===== src/rtl/riscv_if.sv =====
`timescale 1ns/1ps
// Instruction fetch front end: credit-limited request issue toward imem, in-order
// response buffering toward decode, redirect flush with in-flight drop counting.
//
// state | meaning
// RUN   | fetching normally, requests issued while credit allows
// HALT  | misaligned redirect seen; no requests, exception held, responses drained
module riscv_if #(
  parameter int              XLEN     = 32,
  parameter logic [XLEN-1:0] RESET_PC = 32'h0000_0000,
  parameter int              DEPTH    = 2
) (
  input  logic            clk,
  input  logic            rst_n,
  output logic            imem_req,
  output logic [XLEN-1:0] imem_addr,
  input  logic            imem_gnt,
  input  logic            imem_rvalid,
  input  logic [XLEN-1:0] imem_rdata,
  input  logic            redirect,
  input  logic [XLEN-1:0] redirect_pc,
  output logic            valid,
  input  logic            ready,
  output logic [XLEN-1:0] instruction,
  output logic [XLEN-1:0] pc,
  output logic            exception
);

  localparam int CW = $clog2(DEPTH + 1);
  localparam int PW = (DEPTH > 1) ? $clog2(DEPTH) : 1;

  typedef enum logic {RUN, HALT} state_t;

  state_t          state;
  logic            exc_q;
  logic [XLEN-1:0] fetch_pc;
  logic [XLEN-1:0] rsp_pc;
  logic [CW-1:0]   outstanding;
  logic [CW-1:0]   drop;
  logic [CW-1:0]   count;
  logic [PW-1:0]   head;
  logic [PW-1:0]   tail;
  logic [XLEN-1:0] buf_instr [DEPTH];
  logic [XLEN-1:0] buf_pc    [DEPTH];

  logic [CW:0] credit_used;
  logic        req_ok;
  logic        gnt_fire;
  logic        rsp_fire;
  logic        push;
  logic        pop;

  function automatic logic [PW-1:0] ptr_inc(input logic [PW-1:0] p);
    return (p == PW'(DEPTH - 1)) ? '0 : p + 1'b1;
  endfunction

  // Buffered entries plus in-flight requests never exceed DEPTH, so a push always has room.
  assign credit_used = {1'b0, outstanding} + {1'b0, count};
  assign req_ok      = (state == RUN) && !redirect && (credit_used < (CW+1)'(DEPTH));
  assign imem_req    = rst_n && req_ok;
  assign imem_addr   = fetch_pc;

  assign gnt_fire = imem_req && imem_gnt;
  assign rsp_fire = imem_rvalid && (outstanding != '0);
  assign push     = rsp_fire && (drop == '0) && !redirect && (state == RUN);
  assign pop      = valid && ready && !redirect;

  assign valid       = (count != '0);
  assign instruction = buf_instr[head];
  assign pc          = buf_pc[head];
  assign exception   = exc_q;

  always_ff @(posedge clk or negedge rst_n) begin
    if (!rst_n) begin
      state <= RUN;
      exc_q <= 1'b0;
    end else if (redirect) begin
      if (redirect_pc[1:0] != 2'b00) begin
        state <= HALT;
        exc_q <= 1'b1;
      end else begin
        state <= RUN;
        exc_q <= 1'b0;
      end
    end
  end

  always_ff @(posedge clk or negedge rst_n) begin
    if (!rst_n) begin
      fetch_pc    <= RESET_PC;
      rsp_pc      <= RESET_PC;
      outstanding <= '0;
      drop        <= '0;
      count       <= '0;
      head        <= '0;
      tail        <= '0;
    end else begin
      outstanding <= outstanding + CW'(gnt_fire) - CW'(rsp_fire);
      if (gnt_fire) begin
        fetch_pc <= fetch_pc + XLEN'(4);
      end
      if (redirect) begin
        // Everything still in flight after this cycle belongs to the old stream.
        fetch_pc <= redirect_pc;
        rsp_pc   <= redirect_pc;
        drop     <= outstanding - CW'(rsp_fire);
        count    <= '0;
        head     <= '0;
        tail     <= '0;
      end else begin
        if (rsp_fire && (drop != '0)) begin
          drop <= drop - 1'b1;
        end
        if (push) begin
          rsp_pc <= rsp_pc + XLEN'(4);
          tail   <= ptr_inc(tail);
        end
        if (pop) begin
          head <= ptr_inc(head);
        end
        if (push && !pop) begin
          count <= count + 1'b1;
        end else if (pop && !push) begin
          count <= count - 1'b1;
        end
      end
    end
  end

  always_ff @(posedge clk) begin
    if (push) begin
      buf_instr[tail] <= imem_rdata;
      buf_pc[tail]    <= rsp_pc;
    end
  end

endmodule


===== config.mk =====
export PLATFORM = sky130hd
export DESIGN_NAME = riscv_if
export DESIGN_NICKNAME = d
export VERILOG_FILES = /design/src/rtl/riscv_if.sv
export SDC_FILE = /design/constraint.sdc
export NUM_CORES = 1
export LEC_CHECK = 0
export BUFFER_PORTS_ARGS = -buffer_cell sky130_fd_sc_hd__buf_2
export CORE_AREA = 10 10 189 191
export DETAILED_ROUTE_END_ITERATION = 10
export DIE_AREA = 0 0 199 201
export SYNTH_ARGS = -nofsm -noshare
export SYNTH_HDL_FRONTEND = slang
export SYNTH_SLANG_ARGS = --single-unit

===== constraint.sdc =====
create_clock -name clk -period 6 [get_ports clk]
set_input_delay 0.3 -clock clk [delete_from_list [all_inputs] [get_ports clk]]
set_output_delay 0.3 -clock clk [all_outputs]
set_load 0.005 [all_outputs]

; ---- Yosys cells after proc, flatten, opt, wreduce, memory -nomap -nowiden
; Memory sizes are Yosys's and may differ from the RTL's.
; Cells that the tools add are included.
[word_totals]
register_bits = 73
output_inout_bits = 99
in_bits = 70
memories = 2
mem_bits_rw = 128
[op_classes]
add_sub_neg = 11
order_cmp = 1
n_reduce_logical = 26
n_mux = 18
bitwise = 1
[mem_list]
columns = memory, words, width, rd, rd_clocked_by_memory_dff, wr, line_no
row1 = buf_instr, 2, 32, 1, 0, 1, 43  ; logic [XLEN-1:0] buf_instr [DEPTH];
row2 = buf_pc, 2, 32, 1, 0, 1, 44  ; logic [XLEN-1:0] buf_pc [DEPTH];
[op_table]
columns = cell, n
row1 = 2-to-1 mux 32 bit, 4
row2 = adder 32 x 3 -> 32 bit (second input constant), 2
row3 = nonzero test 2 bit, 8
row4 = logical AND 1 bit, 13
row5 = 2-to-1 mux 2 bit, 5
row6 = 2-to-1 mux 1 bit, 9
row7 = subtractor 2 x 1 -> 2 bit, 2
row8 = subtractor 2 x 1 -> 2 bit (second input constant), 2
row9 = adder 2 x 2 -> 3 bit, 1
row10 = logical NOT 1 bit, 3
row11 = less-than comparator 3 x 2 -> 1 bit (second input constant), 1
row12 = nonzero test 3 bit, 1
row13 = adder 1 bit (second input constant), 2
row14 = adder 2 x 1 -> 2 bit, 1
row15 = adder 2 x 1 -> 2 bit (second input constant), 1
row16 = logical NOT 2 bit, 1
row17 = inverter 1 bit, 1

; ---- Logic depth before layout (Yosys ltp)
; Gate-level depths: netlist of run 1.
[depth]
word_depth = 10
ltp_mapped = 12

; ---- Worst setup path after synthesis of run 1
; Ideal clock, no wire load.
[synth_timing]
path_kind = input to register
from = input redirect
to = memory buf_instr[0][0], enable pin
stages = 5
required_time_ns = 5.512
setup_ns = 0.488
slack_ns = 1.682
n_path_buf = 2
arrival_time_ns = 3.830
path_cell_list = clkbuf_1 nor2_1 nand3_1 clkbuf_1 nor2_1
[synth_via]
elab_chain_cells = 5
[synth_lines]
columns = item, line_no
row1 = from (decl), 20  ; input logic redirect,
row2 = logical NOT 1 bit, 65  ; assign push = rsp_fire && (drop == '0) && !redirect && (state == RUN);
row3 = logical AND 1 bit (2 in a row), 65
row4 = 2-to-1 mux 1 bit, 131  ; if (push) begin
row5 = 2-to-1 mux 1 bit (implied by the code), 132  ; buf_instr[tail] <= imem_rdata;
row6 = to (decl), 43
; Every way passes these cells.

; ---- Worst setup path in the final report of run 1
[layout_timing]
from = register count[0]
to = register outstanding[1]
[layout_via]
elab_chain_cells = 7
[layout_lines]
columns = item, line_no
row1 = from (decl), 40  ; logic [CW-1:0] count;
row2 = from (signal assigned), 122  ; count <= count + 1'b1;
row3 = from (signal assigned), 124  ; count <= count - 1'b1;
row4 = adder 2 x 2 -> 3 bit, 58  ; assign credit_used = {1'b0, outstanding} + {1'b0, count};
row5 = less-than comparator 3 x 2 -> 1 bit, 59  ; assign req_ok = (state == RUN) && !redirect && (credit_used < (CW+1)'(DEPTH));
row6 = logical AND 1 bit, 59
row7 = logical AND 1 bit, 60  ; assign imem_req = rst_n && req_ok;
row8 = logical AND 1 bit, 63  ; assign gnt_fire = imem_req && imem_gnt;
row9 = adder 2 x 1 -> 2 bit, 98  ; outstanding <= outstanding + CW'(gnt_fire) - CW'(rsp_fire);
row10 = subtractor 2 x 1 -> 2 bit, 98
row11 = to (signal assigned), 98
row12 = to (decl), 38  ; logic [CW-1:0] outstanding;
; Every way passes these cells.
; A chain may end at the register's enable or synchronous reset.

==> metrics.md, run 1 <==
| Metric | Value |
|---|---|
| Ranking of synthesized cells by area | edfxtp_1 44%, dfrtp_1 21%, mux2_2 8.9% |
| Post-DP HPWL | 17.5 mm |
| Area of the mapped netlist | 0.00877 mm^2 |
| Post-CTS Setup Inserts | 0 |
| Warnings, synthesis | 0 |
| Crit-path max cell delay | 0.51 ns |
| WL/cell | 19.4 um |
| Hold Vio Cnt, Final | 0 |
| Final slew viol count | 0 |
| Number of synthesized flops with an enable pin | 128 |
| Outcome | finished, final reports clean |
| Fmax | 308 MHz |
| Synth Net Count | 744 |
| Htree depth | 1 |
| Maximum vdd drop | 0.000182 V |
| CP required | 6.43 ns |
| FP Rows | 66 |
| Setup WS post-layout | 2.75 ns |
| XOR/XNOR Fraction of Synth Area | 2.20% |
| Post-synthesis mux area share | 9.20% |
| Power Dens Cells | 303 mW/mm^2 |
| Share of layout cells above drive strength 1 | 33.0% |
| Area Overhead vs Synth | 27.4% |
| Syn avg cell area | 13.2 um^2 |
| DRC | 0 |
| Final min period | 3.25 ns |
| CORE AREA | 0.0320 mm^2 |
| RSZ-0062 raised after global routing | false |
| PortBufs | 168 |
| Root buffer cell | clkbuf_16 |
| Synth Instances | 667 |
| Final setup fails | 0 |
| CP arrival | 3.67 ns |
| Worst Max-Slew Pin Slew | 1.06 ns |
| CTS tree | done |
| Skew-Pair Late Insertion Delay | 0.52 ns |
| # clock sinks | 201 |
| Initial antenna violation count | 0 |
| Worst path buffer plus inverter count | 2 |
| Clk slew on worst S/H paths | 0.06 ns |
| Minimum hold slack | 0.0280 ns |
| Overflow after GRT | 0 |
| Via density | 4.93 |
| Post-CTS sizing | 0 |
| TNS Setup | 0 ns |
| Synth top cells by count | 128 x edfxtp_1, 73 x dfrtp_1, 70 x nand2_1 |
| Antenna cells | 0 |
| Maximum clock insertion buffer count | 3 |
| Total routed wirelength | 25.1 mm |
| # Max-Cap Violations | 0 |
| FF+latch count, synth | 201 |
| Setup CP Type | flop to flop |
| Share of flip-flops with an asynchronous set or reset | 36.3% |
| Max_slew headroom | 29.2% |
| Yosys top cell area share | 43.8% |
| Worst Hold Class | input pin to flop |
| Post-Synth Adder-Cell Area | 1.08% |
| Initial DRC Count | 431 |
| Ports | 169 |
| Largest family of logic cells by synthesized area | simple AND/OR/NAND/NOR gates |
| Die Y | 201 um |
| CTS Buf Count | 24 |
| Die width | 199 um |
| Largest net degree at the start of global routing | 75 |
| Crit Path Max Fanout | 32 |
| Cells along the critical path | and2_1, fa_1, nor2_1, and4_1, inv_1, ha_1, inv_1, ha_1, xnor2_1, xnor2_1 |
| GPL Wtd Cong | 0.831 |
| Count leader, synth | edfxtp_1 |
| FILL cells | 3,174 |
| Via count | 6,383 |
| Crit path launch type | flop |
| Leak | 0.00423 uW |
| First-pass iteration count of the detailed router | 5 |
| Place WS | 2.69 ns |
| Nets | 947 |
| Fin crit share | 54.1% |
| Primary FF master, synth | edfxtp_1 |
| CP top delay family | adder cells |
| CP max-delay cell | inv_1 |
| Clock skew | 0.0103 ns |
| Compound-gate portion of the synthesized area | 8.98% |
| Vias in the first global route | 6,321 |
| Netlist cell types | 52 |
| Antenna-violating nets left | 0 |
| GRT Util Overall | 12.1% |
| Initial Utilization | 27.4% |
| Largest area contributor in the netlist | edfxtp_1 |
| Die area | 0.0400 mm^2 |
| Simple logic cell fraction of the synthesized area | 12.0% |
| First-pass GRT wire length | 38.3 mm |
| Sequential-to-total area share from yosys stat | 64.6% |
| Crit end category | flop |
[registers in the layout, indices dropped and copies added, names as in the netlist]
register,count
buf_pc,64
exception,1
drop,2
imem_addr,32
count,2
tail,1
head,1
rsp_pc,32
outstanding,2
buf_instr,64
[per-layer routing]
| layer | GRT usage [%] | vias up | share of wire, % |
|---|---|---|---|
| met5 | 0 | - | 0 |
| met1 | 16.4 | 3159 | 45 |
| met4 | 3.00 | 0 | 1.9 |
| met3 | 3.32 | 30 | 7.7 |
| met2 | 18.7 | 212 | 45 |
| li1 | - | 2982 | - |
[cell families after synthesis]
kind of cell    Yosys count
simple gates            206
flops                   201
compound gates          114
mux                      72
buf+inv                  45
xor+xnor                 22
fa+ha+maj                 7
[path summary, 6_finish.rpt]
check | endpoint | slack (ns) | from | cells after the start
setup / recovery | outstanding[1] | 2.75 | count[0] | 10
hold / removal | rsp_pc[1] | 0.03 | redirect_pc[1] | 3
min in group asynchronous | exception | 0.05 | rst_n | 2
setup reg to reg | outstanding[1] | 2.75 | count[0] | 10
hold reg to reg | buf_pc[1][0] | 0.47 | rsp_pc[0] | 0
max in group asynchronous | rsp_pc[8] | 5.26 | rst_n | 2
[cells in the final DEF (no fill, tap or decap), types with 2 or more instances in the layout]
cell type	n
clkbuf_1	5
a41oi_1	5
and2_1	4
clkinv_2	4
xnor2_1	10
xor2_1	12
o211ai_1	21
ha_1	6
nor4_1	4
mux2_2	69
or4_1	4
nand2_1	70
clkbuf_8	6
a22oi_1	3
o311ai_0	21
nand4_1	19
edfxtp_1	128
and4_1	3
nand3_1	41
nor2_1	19
inv_1	14
buf_2	168
nor3b_1	2
a221o_1	2
and3_1	11
or4_2	2
a21oi_1	9
or3_1	8
mux2i_1	3
nor3_1	10
buf_4	7
o21ai_0	33
a31oi_1	6
dfrtp_1	72
a21o_1	4
clkbuf_16	24
dlygate4sd3_1	32
[area by class of cell]
cell class / instances / area [um^2] / area share (%)
Multi-Input combinational cell: 421 / 2940 / 26.3
Clock inverter: 8 / 82.6 / 0.739
Tap cell: 408 / 510 / 4.57
Clock buffer: 35 / 702 / 6.28
Sequential cell: 201 / 5670 / 50.7
Timing Repair Buffer: 207 / 1210 / 10.9
Inverter: 15 / 56.3 / 0.504
[power by group]
group,internal [uW],total (uW),switching [uW]
Sequential,1560,1650,95.4
Combinational,147,317,170
Clock,854,1420,563
[stage by stage]
step	std cells	area [um^2]	utilization, %	total power (uW)
final	1295	11200	34.9	3390
after global routing	1295	11200	34.9	3540
after CTS	1295	11200	34.9	3440
after detailed placement	1220	10100	31.4	1980
after global placement	1220	10100	31.4	1970
after floorplan	667	8770	-	1830
[worst reg2reg max path, cell delays in order, from the launching register on]
cell and delay [ns]:
dfrtp_1 0.42, and2_1 0.17, fa_1 0.43, nor2_1 0.14, and4_1 0.48, inv_1 0.51, ha_1 0.46, inv_1 0.04
ha_1 0.18, xnor2_1 0.18, xnor2_1 0.14
[timing repair]
item / CTS / global route
hold endpoints to repair: 64 / 0
setup endpoints to repair: 0 / 0
hold buffers: 32 / 0
Note: power is estimated with default switching activity, not from simulation.
==> run 2, diff against run 1 <==
- clock period: 6 -> 3.3 ns (I/O delays scaled with it)
==> run 2 against run 1 <==
Against the previous run:
- setup slack worse by 2.0 ns
- non-clock buffer count is 40 higher
- global-route usage is 0.17 points lower
- routed wire length is 1.9% lower
- critical path depth is 5 lower
- first-iteration DRC count is 4.2% higher
- register-to-register slack worse by 2.0 ns
- clock skew is 0.0011 ns lower
- via count is 0.83% higher
- die area stayed put
- sequential power is 82% higher
- sequential share of layout area is 1.7 points lower
- largest power group unchanged
==> metrics.md, run 2 (synthesis results as in run 1) <==
| Metric | Value |
|---|---|
| Layout Cells excl Fill | 1,335 (+3.1%) |
| Clk slew on worst S/H paths | 0.06 ns (about the same) |
| Via density | 4.82 (-2.2%) |
| CP arrival | 2.96 ns (-0.71 ns) |
| Leak | 0.00439 uW (+3.9%) |
| Crit path capture | rsp_pc[16] |
| Dpl cells | 1,228 (+0.66%) |
| Most used cell, CP | nand3_1 |
| Area Overhead vs Synth | 31.8% |
| Worst Hold Class | input pin to flop |
| GRT Util Overall | 12.0% (-0.17 points) |
| # clock sinks | 201 (unchanged) |
| Crit-path max cell delay | 0.66 ns (+0.15 ns) |
| Post-DP HPWL | 17.0 mm (-2.6%) |
| Overflow after GRT | 0 (unchanged) |
| CTS tree | done |
| Final setup fails | 0 (unchanged) |
| DRC | 0 (unchanged) |
| Initial Utilization | 27.4% (unchanged) |
| Final Cell Area | 0.0116 mm^2 (+3.5%) |
| Antenna cells | 0 (unchanged) |
| Max_slew headroom | 34.8% (+5.6 points) |
| GPL Wtd Cong | 0.828 (-0.47%) |
| Reg-to-reg startpoint | outstanding[1] |
| TNS Setup | 0 ns (unchanged) |
| Commonest non-fill, non-tap cells in the layout | 168 x buf_2, 128 x edfxtp_1, 72 x dfrtp_1 |
| CP required | 3.76 ns (-2.67 ns) |
| Crit Path Max Fanout | 19 (-41%) |
| Initial antenna violation count | 0 (unchanged) |
| Comb pwr share | 10.0% (+0.6 points) |
| Crit path launch type | flop |
| Initial DRC Count | 449 (+4.2%) |
| Final min period | 2.51 ns (-0.741 ns) |
| Antenna-violating nets left | 0 (unchanged) |
| Share of layout cells above drive strength 1 | 32.1% (-0.89 points) |
| Sequential share of power | 49.1% (+0.3 points) |
| Outcome | finished, final reports clean |
| Maximum vdd drop | 0.000341 V (+87%) |
| Nets | 987 (+4.2%) |
| Htree depth | 1 (unchanged) |
| Multi-input logic area | 0.00294 mm^2 (unchanged) |
| Fmax | 399 MHz (+30%) |
| Total routed wirelength | 24.6 mm (-1.9%) |
| Most common cell after layout, fill and taps aside | buf_2 |
| Worst reg2reg endpoint | rsp_pc[16] |
| CP max-delay cell | and3_1 |
| Largest net degree at the start of global routing | 75 (unchanged) |
| Biggest regs | buf_instr: 64 flops, buf_pc: 64 flops |
| WL/cell | 18.4 um (-4.9%) |
| Setup CP Type | flop to flop |
| PortBufs | 168 (unchanged) |
| Clock Power Share | 40.9% (-0.9 points) |
| Worst-case reg-to-reg path depth | 5 (-5) |
| Worst Setup SP | outstanding[1] |
| Switching Power | 1520 uW (+84%) |
| Cells along the critical path | o21a_1, and3_1, nand3_1, or4_2, nand3_1 |
| CTS Buf Count | 24 (unchanged) |
| CORE AREA | 0.0320 mm^2 (unchanged) |
| Clock skew | 0.00923 ns (-0.00109 ns) |
| Skew-Pair Late Insertion Delay | 0.52 ns (about the same) |
| Root buffer cell | clkbuf_16 |
| FP Rows | 66 (unchanged) |
| FF+latch area | 0.00567 mm^2 (unchanged) |
| Fin crit share | 75.9% (+22 points) |
| Via count | 6,436 (+0.83%) |
| Ports | 169 (unchanged) |
| Hold Vio Cnt, Final | 0 (unchanged) |
| First-pass iteration count of the detailed router | 4 (-1) |
| Die width | 199 um (unchanged) |
| Power Dens Cells | 529 mW/mm^2 (+75%) |
| Die Y | 201 um (unchanged) |
| Worst Max-Slew Pin Slew | 0.978 ns (-0.0845 ns) |
| Int Power | 4600 uW (+80%) |
| # Max-Cap Violations | 0 (unchanged) |
| Worst R2R Setup Slack | 0.79 ns (-1.96 ns) |
| Maximum clock insertion buffer count | 3 (unchanged) |
| Final Util | 36.1% (+1.2 points) |
| Post-DP Area | 0.0102 mm^2 (+0.97%) |
| Die area | 0.0400 mm^2 (unchanged) |
| First-pass GRT wire length | 37.9 mm (-0.90%) |
| Vias in the first global route | 6,372 (+0.81%) |
| Switching share of power | 24.8% (+0.37 points) |
| RSZ-0062 raised after global routing | false |
| FILL cells | 3,130 (-1.4%) |
| Crit end category | flop |
| Final slew viol count | 0 (unchanged) |
[run 2: changes by cell type in the layout (fill, tap and decap cells not counted), moves of 2 or more]
| cell | previous run | this run |
|---|---|---|
| dlygate4sd3_1 | 32 | 64 |
| buf_4 | 7 | 12 |
| clkbuf_8 | 6 | 2 |
| clkinv_1 | 1 | 5 |
| buf_12 | 0 | 3 |
| clkbuf_16 | 24 | 26 |
[run 2: cell type report]
cell class	instances	share of cell area, %
multi-input combinational	421	25.4
timing repair buffer	247	14.1
clock buffer	32	5.99
clock inverter	11	0.541
tap	408	4.41
inverter	15	0.487
sequential	201	49.0
[run 2: how the worst min path moves through the flow]
| stage | startpoint | endpoint | slack [ns] | cells after the start |
|---|---|---|---|---|
| after global placement | imem_rdata[8] | buf_instr[1][8] | 0.35 | 1 |
| after floorplan | rst_n | count[0] | -0.13 | 0 |
| after CTS | redirect_pc[8] | rsp_pc[8] | 0.02 | 3 |
| after detailed placement | imem_rdata[8] | buf_instr[0][8] | 0.36 | 1 |
| after global routing | redirect_pc[8] | rsp_pc[8] | 0.04 | 3 |
| final | redirect_pc[2] | imem_addr[2] | 0.03 | 3 |
[run 2: what timing repair did]
action | in CTS | in global routing
hold buffers | 64 | 0
buffers inserted | 0 | 0
hold endpoints to repair | 147 | 0
gates resized for setup | 0 | 0
[run 2: routing by layer]
| layer | track usage [%] | vias to the layer above | part of all wire, % |
|---|---|---|---|
| met5 | 0 | - | 0 |
| met4 | 3.16 | 0 | 1.7 |
| met3 | 2.62 | 33 | 7.0 |
| met2 | 18.2 | 207 | 45 |
| met1 | 16.7 | 3145 | 46 |
| li1 | - | 3051 | - |
[run 2: power by group through the flow]
stage          clock (uW)  sequential, uW  combinational [uW]
6_report             2500            3010                 611
5_1_grt              2680            3030                 692
4_1_cts              2580            3000                 624
3_5_place_dp            0            3050                 558
3_3_place_gp            0            3050                 544
2_1_floorplan           0            3000                 321
[run 2: through the flow]
stage	setup WS, ns	hold WS [ns]	total power, uW
floorplan	0.0890	-0.131	3320
global placement	0.886	0.352	3590
detailed placement	0.821	0.357	3610
CTS	0.754	0.0167	6210
global route	0.626	0.0352	6400
finish	0.794	0.0290	6120
[run 2: worst max-delay path, delay by kind of cell (launching register included)]
| family | cells | cell delay [ns] |
|---|---|---|
| and+or+nand+nor | 4 | 1.77 |
| DFF | 1 | 0.44 |
| AOI/OAI and AO/OA | 1 | 0.22 |
==> run 3, diff against run 2 <==
- clock period: 3.3 -> 2.1 ns (I/O delays scaled with it)
==> run 3 against run 2 <==
Against the previous run:
- flip-flop and latch count did not move
- the flow now finishes with violations (setup timing)
- clock-buffer cell count rose by 1
- register-to-register slack got worse by 0.91 ns
- sequential share of layout area shrank 2.7 points
- fmax rose by 13%
- sequential power increased by 53%
- first-iteration DRC count fell by 13%
- setup slack worse by 0.91 ns
==> metrics.md, run 3 (synthesis results as in run 1) <==
| Metric | Value |
|---|---|
| # Max-Cap Violations | 0 (unchanged) |
| CORE AREA | 0.0320 mm^2 (unchanged) |
| Worst reg2reg endpoint | outstanding[1] |
| Crit Path Max Fanout | 5 (-14) |
| Clk slew on worst S/H paths | 0.06 ns (about the same) |
| Biggest regs | buf_instr: 64 flops, buf_pc: 64 flops |
| Final setup fails | 22 (+22) |
| Final min period | 2.21 ns (-0.293 ns) |
| # clock sinks | 201 (unchanged) |
| Worst Max-Slew Pin Slew | 0.731 ns (-0.247 ns) |
| Via density | 4.80 (-0.50%) |
| Setup CP Type | flop to flop |
| Fin crit share | 105% (+29 points) |
| Vias in the first global route | 6,776 (+6.3%) |
| RSZ-0062 raised after global routing | true |
| Commonest non-fill, non-tap cells in the layout | 168 x buf_2, 128 x edfxtp_1, 77 x buf_4 |
| Share of layout cells above drive strength 1 | 38.4% (+6.3 points) |
| Overflow after GRT | 0 (unchanged) |
| Maximum vdd drop | 0.000479 V (+40%) |
| DRC | 0 (unchanged) |
| Crit end category | flop |
| CTS Buf Count | 24 (unchanged) |
| CP arrival | 2.61 ns (-0.35 ns) |
| Die Y | 201 um (unchanged) |
| Fmax | 452 MHz (+13%) |
| Htree depth | 1 (unchanged) |
| Most common cell after layout, fill and taps aside | buf_2 |
| Via count | 6,749 (+4.9%) |
| Place WS | -0.194 ns (-1.01 ns) |
| Area Overhead vs Synth | 39.5% |
| Worst R2R Setup Slack | -0.11 ns (-0.91 ns) |
| CP top delay family | adder cells |
| Post-DP HPWL | 18.3 mm (+7.4%) |
| CTS tree | done |
| Most used cell, CP | ha_4 |
| Final Util | 38.2% (+2.1 points) |
| Worst path buffer plus inverter count | 2 (+2) |
| Ports | 169 (unchanged) |
| Setup WS post-layout | -0.113 ns (-0.907 ns) |
| PortBufs | 168 (unchanged) |
| Root buffer cell | clkbuf_16 |
| Skew-Pair Late Insertion Delay | 0.52 ns (about the same) |
| First-pass iteration count of the detailed router | 5 (+1) |
| Antenna cells | 0 (unchanged) |
| Dpl cells | 1,292 (+5.2%) |
| Nets | 1,058 (+7.2%) |
| Hold Vio Cnt, Final | 0 (unchanged) |
| Clock skew | 0.0165 ns (+0.00722 ns) |
| Maximum clock insertion buffer count | 3 (unchanged) |
| Die width | 199 um (unchanged) |
| Cells along the critical path | and2_4, fa_1, nor2_1, and4_4, inv_4, ha_4, inv_2, ha_4, xnor2_2, xnor2_1 |
| Outcome | finished, violations left |
| Worst Hold Launch | imem_rvalid |
| WHS Path Cells | 4 (+1) |
| Worst Hold Class | input pin to flop |
| Max_slew headroom | 51.3% (+16 points) |
| Largest net degree at the start of global routing | 55 (-27%) |
| Initial Utilization | 27.4% (unchanged) |
| CP required | 2.50 ns (-1.26 ns) |
| Crit path launch type | flop |
| Final slew viol count | 0 (unchanged) |
| CP max-delay cell | fa_1 |
| WL/cell | 18.2 um (-1.4%) |
| Layout Cells excl Fill | 1,407 (+5.4%) |
| Die area | 0.0400 mm^2 (unchanged) |
| Power Dens Cells | 813 mW/mm^2 (+53%) |
| First-pass GRT wire length | 39.2 mm (+3.5%) |
| Initial antenna violation count | 0 (unchanged) |
| Antenna-violating nets left | 0 (unchanged) |
| Worst-case reg-to-reg path depth | 10 (+5) |
| Initial DRC Count | 391 (-13%) |
| FP Rows | 66 (unchanged) |
| Leak | 0.00480 uW (+9.2%) |
| GPL Wtd Cong | 0.842 (+1.8%) |
| Failing checks | setup timing |
| Hold Crit Endpoint | drop[0] |
| Reg-to-reg startpoint | count[0] |
| Total routed wirelength | 25.6 mm (+3.9%) |
| GRT Util Overall | 12.4% (+0.42 points) |
| Crit-path max cell delay | 0.44 ns (-0.22 ns) |
-- run 3: final cells by class --
type | count | area [um^2]
clock buffers | 33 | 676
clock inverters | 11 | 103
inverters | 15 | 58.8
flip-flops and latches | 201 | 5670
fillers | 3105 | 19800
multi-input cells | 421 | 3020
repair buffers | 318 | 2210
well taps | 408 | 510
-- run 3: tightest hold or removal path, delay by kind of cell --
kind	cells	cell delay, ns
AO/OA/AOI/OAI	2	0.26
adder cells (fa/ha/maj)	1	0.14
buffers and inverters	1	0.09
-- run 3: how the worst max path moves through the flow --
stage,start,to,cells past startpoint
floorplan,count[0],outstanding[1],12
global placement,count[0],outstanding[1],10
detailed placement,count[0],imem_addr[24],8
CTS,count[0],imem_addr[30],8
global route,count[0],imem_addr[18],9
finish,count[0],outstanding[1],10
-- run 3: metal layers --
layer	global-route usage [%]	wire length, um	vias to the layer above
met5	0	0	-
met2	19.3	11600	263
met3	2.65	1990	24
met1	17.0	11600	3262
li1	-	-	3200
met4	3.03	344	0
-- run 3: through the flow --
stage	TNS (ns)	cell area [um^2]	hold slack (ns)	total power, uW
global route	-3.86	12200	0.151	10400
finish	-1.12	12200	0.112	9950
floorplan	-20.92	8850	-0.191	5270
CTS	-1.49	12200	0.0976	10100
global placement	-1.08	10700	0.144	5840
detailed placement	-3.16	10700	0.157	5860
-- run 3: repair_timing --
action / 4_1_cts / 5_1_grt
buffers inserted: 3 / 1
hold buffers: 67 / 0
gates cloned: 0 / 0
gates resized for setup: 24 / 13
endpoints found under the setup margin: 28 / 33
hold endpoints to repair: 150 / 0
pin swaps: 12 / 7
-- run 3: power breakdown --
part | total [uW] | leakage [uW] | internal (uW) | switching, uW
Sequential | 4620 | 0.00204 | 4450 | 166
Combinational | 1280 | 0.00238 | 629 | 651
Clock | 4050 | 0.000378 | 2390 | 1650
